<file path="src/rtl/multicycle_control.sv">
// Multicycle MIPS-style control FSM with Moore-decoded datapath controls.
// Optional macro CTRL_BNE_EN adds branch-not-equal support via a latched branch-sense bit.
module multicycle_control #(
    parameter logic [5:0] OP_RTYPE = 6'h00,
    parameter logic [5:0] OP_LW    = 6'h23,
    parameter logic [5:0] OP_SW    = 6'h2B,
    parameter logic [5:0] OP_BEQ   = 6'h04,
    parameter logic [5:0] OP_J     = 6'h02,
    parameter logic [5:0] OP_BNE   = 6'h05
) (
    input  logic       clk,
    input  logic       rst_n,
    input  logic [5:0] opcode,
    input  logic       zero,
    input  logic       mem_ready,
    output logic       pc_en,
    output logic       PCWrite,
    output logic       PCWriteCond,
    output logic       IorD,
    output logic       MemRead,
    output logic       MemWrite,
    output logic       MemtoReg,
    output logic       IRWrite,
    output logic       RegWrite,
    output logic       RegDst,
    output logic       ALUSrcA,
    output logic [1:0] ALUSrcB,
    output logic [1:0] ALUOp,
    output logic [1:0] PCSource,
    output logic       illegal_op,
    output logic [3:0] state
);

    typedef enum logic [3:0] {
        FETCH  = 4'd0,
        DECODE = 4'd1,
        MEMADR = 4'd2,
        MEMRD  = 4'd3,
        MEMWB  = 4'd4,
        MEMWR  = 4'd5,
        EXEC   = 4'd6,
        ALUWB  = 4'd7,
        BRANCH = 4'd8,
        JUMP   = 4'd9
    } state_t;

`ifdef CTRL_BNE_EN
    localparam logic BNE_ENABLED = 1'b1;
`else
    localparam logic BNE_ENABLED = 1'b0;
`endif

    state_t state_reg;
    state_t state_next;
    state_t out_state;
    logic   opc_mem;
    logic   opc_branch;
    logic   opc_legal;
    logic   branch_cond;

    assign opc_mem    = (opcode == OP_LW) || (opcode == OP_SW);
    assign opc_branch = (opcode == OP_BEQ) || ((opcode == OP_BNE) && BNE_ENABLED);
    assign opc_legal  = opc_mem || opc_branch || (opcode == OP_RTYPE) || (opcode == OP_J);

`ifdef CTRL_BNE_EN
    // Remembers whether the instruction in flight is BNE, captured at decode time
    logic bne_reg;
    logic bne_next;

    assign bne_next = (state_reg == DECODE) ? (opcode == OP_BNE) : bne_reg;

    always_ff @(posedge clk) begin
        if (!rst_n) begin
            bne_reg <= 1'b0;
        end else begin
            bne_reg <= bne_next;
        end
    end

    assign branch_cond = bne_reg ? ~zero : zero;
`else
    assign branch_cond = zero;
`endif

    always_ff @(posedge clk) begin
        if (!rst_n) begin
            state_reg <= FETCH;
        end else begin
            state_reg <= state_next;
        end
    end

    always_comb begin
        state_next = FETCH;
        case (state_reg)
            FETCH:  state_next = mem_ready ? DECODE : FETCH;
            DECODE: begin
                if (opc_mem)                 state_next = MEMADR;
                else if (opcode == OP_RTYPE) state_next = EXEC;
                else if (opc_branch)         state_next = BRANCH;
                else if (opcode == OP_J)     state_next = JUMP;
                else                         state_next = FETCH;
            end
            MEMADR: state_next = (opcode == OP_SW) ? MEMWR : MEMRD;
            MEMRD:  state_next = mem_ready ? MEMWB : MEMRD;
            MEMWR:  state_next = mem_ready ? FETCH : MEMWR;
            EXEC:   state_next = ALUWB;
            default: state_next = FETCH;
        endcase
    end

    // During reset the outputs decode as FETCH with every strobe forced low
    assign out_state = rst_n ? state_reg : FETCH;

    always_comb begin
        PCWrite     = 1'b0;
        PCWriteCond = 1'b0;
        IorD        = 1'b0;
        MemRead     = 1'b0;
        MemWrite    = 1'b0;
        MemtoReg    = 1'b0;
        IRWrite     = 1'b0;
        RegWrite    = 1'b0;
        RegDst      = 1'b0;
        ALUSrcA     = 1'b0;
        ALUSrcB     = 2'b00;
        ALUOp       = 2'b00;
        PCSource    = 2'b00;
        case (out_state)
            FETCH: begin
                MemRead = rst_n;
                ALUSrcB = 2'b01;
                IRWrite = rst_n & mem_ready;
                PCWrite = rst_n & mem_ready;
            end
            DECODE: ALUSrcB = 2'b11;
            MEMADR: begin
                ALUSrcA = 1'b1;
                ALUSrcB = 2'b10;
            end
            MEMRD: begin
                MemRead = 1'b1;
                IorD    = 1'b1;
            end
            MEMWB: begin
                MemtoReg = 1'b1;
                RegWrite = 1'b1;
            end
            MEMWR: begin
                MemWrite = 1'b1;
                IorD     = 1'b1;
            end
            EXEC: begin
                ALUSrcA = 1'b1;
                ALUOp   = 2'b10;
            end
            ALUWB: begin
                RegDst   = 1'b1;
                RegWrite = 1'b1;
            end
            BRANCH: begin
                ALUSrcA     = 1'b1;
                ALUOp       = 2'b01;
                PCWriteCond = 1'b1;
                PCSource    = 2'b01;
            end
            JUMP: begin
                PCWrite  = 1'b1;
                PCSource = 2'b10;
            end
            default: ;
        endcase
    end

    assign pc_en      = PCWrite | (PCWriteCond & branch_cond);
    assign illegal_op = rst_n && (state_reg == DECODE) && !opc_legal;
    assign state      = state_reg;

endmodule

</file>
<file path="config.mk">
export PLATFORM = sky130hd
export DESIGN_NAME = multicycle_control
export DESIGN_NICKNAME = d
export VERILOG_FILES = /design/src/rtl/multicycle_control.sv
export SDC_FILE = /design/constraint.sdc
export NUM_CORES = 1
export LEC_CHECK = 0
export ABC_AREA = 1
export CAP_MARGIN = 40
export CORE_MARGIN = 8
export CORE_UTILIZATION = 34
export CTS_CLUSTER_SIZE = 20
export DETAILED_ROUTE_END_ITERATION = 10
export GPL_ROUTABILITY_DRIVEN = 0
export PLACE_DENSITY_LB_ADDON = 0.05
export SLEW_MARGIN = 10
export SYNTH_ARGS = -nofsm -noshare
export SYNTH_HDL_FRONTEND = slang
export SYNTH_SLANG_ARGS = --single-unit
</file>
<file path="constraint.sdc">
create_clock -name clk -period 1.5 [get_ports clk]
set_input_delay 0.3 -clock clk [delete_from_list [all_inputs] [get_ports clk]]
set_output_delay 0.3 -clock clk [all_outputs]
set_load 0.02 [all_outputs]
</file>
==> Word-level counts from Yosys, hierarchy flattened <==
Cells that the tools add are included.
{ "word_totals": {"register_bits": 4, "inputBits": 10, "output_inout_bits": 22, "word_cells": 58} }
{ "op_classes": {"n_eq_ne": 18, "mux": 23, "bitwise": 3, "reduce_logical": 13} }
{ "ops": {"columns": ["cell", "count"], "rows": [
  ["$eq A4 B3 Y1 const B", 6],
  ["$pmux W4 S6", 1],
  ["$mux W4", 5],
  ["$eq A4 B2 Y1 const B", 4],
  ["$eq A6 B6 Y1 const B", 2],
  ["$mux W1", 9],
  ["$mux W3", 3],
  ["$eq A4 B1 Y1 const B", 2],
  ["$eq A4 B4 Y1 const B", 2],
  ["$logic_not A4 Y1", 2],
  ["$pmux W2 S2", 2],
  ["$eq A6 B2 Y1 const B", 1],
  ["$eq A6 B3 Y1 const B", 1],
  ["$logic_not A6 Y1", 1],
  ["$pmux W2 S3", 1],
  ["$logic_or A1 B1 Y1", 4],
  ["$pmux W1 S2", 2],
  ["$reduce_or A2 Y1", 2],
  ["$reduce_or A3 Y1", 1],
  ["$and A1 B1 Y1", 2],
  ["$logic_and A1 B1 Y1", 2],
  ["$logic_not A1 Y1", 1],
  ["$or A1 B1 Y1", 1]
]} }

==> Longest topological paths before layout <==
{ "depth": {"depth_word": 7, "depth_mapped": 8, "mapped_depth_nobuf": 8} }

==> Least setup slack after synthesis <==
No wires, ideal clock.
{ "synth_path": {"path_kind": "register -> output", "start": "reg state_reg[3], in the netlist state[3]", "end": "out ALUSrcA", "t_arrival_ns": 1.413, "path_slack_ns": -0.213, "path_stages_with_launch": 5, "path_buffers": 0, "cell_sequence": "dfxtp_1 nand3_1 nor2_1 nor2_1 o21ai_0"} }
{ "synth_via": {"elab_chain_len": 4, "word_cells_on_any_way": 6, "classes_between": "eq/ne: 3; mux: 2; reduce/logical: 1"} }
{ "synth_rtl": {"columns": ["item", "line", "rtl"], "rows": [
  ["start, declared", "53", "state_t state_reg;"],
  ["start signal, assigned", "89", "state_reg <= state_next;"],
  ["$mux W4 *", "113", "assign out_state = rst_n ? state_reg : FETCH;"],
  ["$eq A4 B4 Y1, or another cell as far along", "129", "case (out_state)"],
  ["$reduce_or A3 Y1 (no source line) *", null, null],
  ["$mux W1 *", "129", null],
  ["end, declared", "26", "output logic ALUSrcA,"]
]} }
Every way passes the cells marked *; elsewhere a longest branch is shown, timed or not.

==> Worst setup path in the final report <==
{ "layout_path": {"start": "reg state_reg[3], in the netlist state[3]", "end": "out pc_en"} }
{ "layout_via": {"elab_chain_len": 5, "word_cells_on_any_way": 8, "classes_between": "eq/ne: 2; mux: 3; bitwise: 2; reduce/logical: 1"} }
{ "layout_rtl": {"columns": ["item", "line", "rtl"], "rows": [
  ["$mux W4 *", "113", null],
  ["$eq A4 B4 Y1", "129", null],
  ["$mux W1", "129", null],
  ["$and A1 B1 Y1", "175", "assign pc_en = PCWrite | (PCWriteCond & branch_cond);"],
  ["$or A1 B1 Y1 *", "175", null],
  ["end, declared", "16", "output logic pc_en,"]
]} }
Marked as above.

==> run summary <==
root buf cell: clkbuf_4
outcome: finished, violations left
initial core utilization: 36.7%
Die X: 53.7 um
worst supply voltage drop on vdd: 0.000555 V
critical path launch point type: flip-flop
post-route setup slack: -0.173 ns
Remaining Overflow, GRT: 0
reg2reg path depth: 9
max reg flops: 4
Post-Syn Area: 483 um^2
Vias: 863
P&R area growth vs syn: 141%
worst min-delay path class: input port to flip-flop
Final Hold Vio Count: 0
Ys Warns: 0
Worst slew margin: 85.5%
Buffers on Ports: 31
number of global-route vias before repair: 885
Skew-Pair Late Insertion Delay: 0.23 ns
final non-filler cell area: 1160 um^2
die area: 2880 um^2
initial antenna violation count: 0
post-synthesis register bit count: 4
row count: 13
area share of the largest cell type after synthesis: 16.6%
Worst-Margin Slew: 0.219 ns
CP required: 1.20 ns
hold path cells: 4
Setup Viol. Count Final: 15
Crit. End Element: output pin
I/O pins: 32
Leak: 0.000576 uW
GR Util All Layers: 17.4%
clock tree buffer depth: 2
antenna viol nets, final: 0
core area: 1320 um^2
Clk pin slew, worst setup/hold paths: 0.03 ns
Final Slew Violations: 0
first-pass GRT wire length: 3830 um
CTS tree: built
Setup Skew: 0.00747 ns
DRT iter0 DRCs: 19
vias per cell: 5.26
RSZ-0062 raised after global routing: true
Final Net Count: 161
worst reg2reg setup slack: 0.11 ns
DRC: 0
TNS Setup: -1.23 ns
Routed WL: 2430 um
synthesized netlist cell count: 88
first drt pass iteration count: 4
Sink Count: 4
Mapped Nets: 98
Yosys top cell by area: dfxtp_1
sequential area share after synthesis: 16.6%
H-tree depth: 1
non-filler cells, final: 164
synthesized area per cell: 5.49 um^2
Tot Pwr: 417 uW
fraction of layout cells with a size suffix above 1: 59.1%
Min Hold Slack: 0.573 ns
DIE HEIGHT: 53.7 um
hold_buf cts: 0
part of the cycle the worst path needs: 112%
synth top area cells: dfxtp_1 (17%), nor2_1 (16%), nand3_1 (11%), nand2_1 (9.3%), inv_1 (7.0%)
dpl hpwl: 1590 um
f_max: 0.598 GHz
min Tclk post-route: 1.67 ns
Yosys cell types: 17
cts bufs inserted: 3
power per cell area: 358 nW/um^2
failing checks: negative setup slack
largest net degree at the start of global routing: 8
area post-placement: 982 um^2
critical path class: flip-flop to output pin
arrival time of the worst setup path: 1.37 ns
MaxCap Viol Count: 0
average wire per cell in the routed design: 14.8 um
placed insts: 154
crit-path max FO: 4
Antenna diodes: 0
==> area by class of cell <==
cell class	count	area (um^2)
Clock buffer	3	22.5
Fill cell	76	153
Inverter	15	63.8
Multi-Input combinational cell	68	425
Sequential cell	4	95.1
Tap cell	15	18.8
Timing Repair Buffer	59	539
==> layer usage <==
layer	track usage (%)	wire length (um)
met5	0	0
met4	10.1	86
met3	4.96	215
met2	33.0	1310
met1	16.1	810
==> critical path: stages, from the launching register on <==
cell and delay (ns):
dfxtp_4 0.36, nor2_4 0.15, nand4_1 0.16, nor2_2 0.16, buf_6 0.12, nor2_4 0.03, nand2_2 0.05, buf_6 0.11
==> worst paths after layout <==
| path | startpoint | endpoint |
|---|---|---|
| worst max register to register | state[0] | state[3] |
| worst max-delay path | state[3] | pc_en |
| worst min-delay path | opcode[5] | state[2] |
| worst min register to register | state[2] | state[3] |
==> cells in the mapped netlist, drive strengths merged <==
| master | n |
|---|---|
| nor2 | 27 |
| inv | 15 |
| nand2 | 13 |
| nand3 | 11 |
| a21oi | 6 |
| dfxtp | 4 |
| nand4 | 4 |
| o21ai | 3 |
| nand3b | 2 |
| buf | 1 |
| nor3 | 1 |
| o211ai | 1 |
==> per-stage QoR <==
step                util [%]  worst slack (ns)
floorplan                  -           -0.0591
global placement        74.5            -0.792
detailed placement      74.5            -0.855
CTS                     85.1            -0.131
global route            88.4            -0.247
finish                  88.4            -0.173
==> layout by cell type, fill, tap and decap left out <==
master           count
clkbuf_4             3
o21ai_2              1
nand3b_1             2
o21ai_1              1
inv_4                3
nand3_1             10
buf_6               18
buf_4               26
dfxtp_4              4
inv_2                5
nor2_4               8
o21ai_0              1
nand2_2              4
a21oi_4              1
dlygate4sd2_1       10
nand2_1              9
clkdlybuf4s50_1      2
nor2_1              11
clkdlybuf4s15_2      3
a21oi_1              3
inv_1                7
nand3_2              1
nor3_2               1
a21oi_2              2
nor2_2               8
o211ai_1             1
nand4_1              4
==> cell families after synthesis <==
logic type      Yosys count  share of synthesized area, %
simple gates             58                          58.5
buf+inv                  16                          13.2
flops                     4                          16.6
compound gates           10                          11.7
==> report_power, final <==
group	internal [uW]	total, uW	switching (uW)
Combinational	86.1	177	90.8
Sequential	104	108	4.23
Clock	89.4	132	42.9
==> repair_timing <==
action / 4_1_cts / 5_1_grt
gates resized for setup: 132 / 18
pin swaps: 8 / 8
buffers inserted: 8 / 1
endpoints found under the setup margin: 22 / 19
No activity file was read; power rests on OpenSTA's default activity.
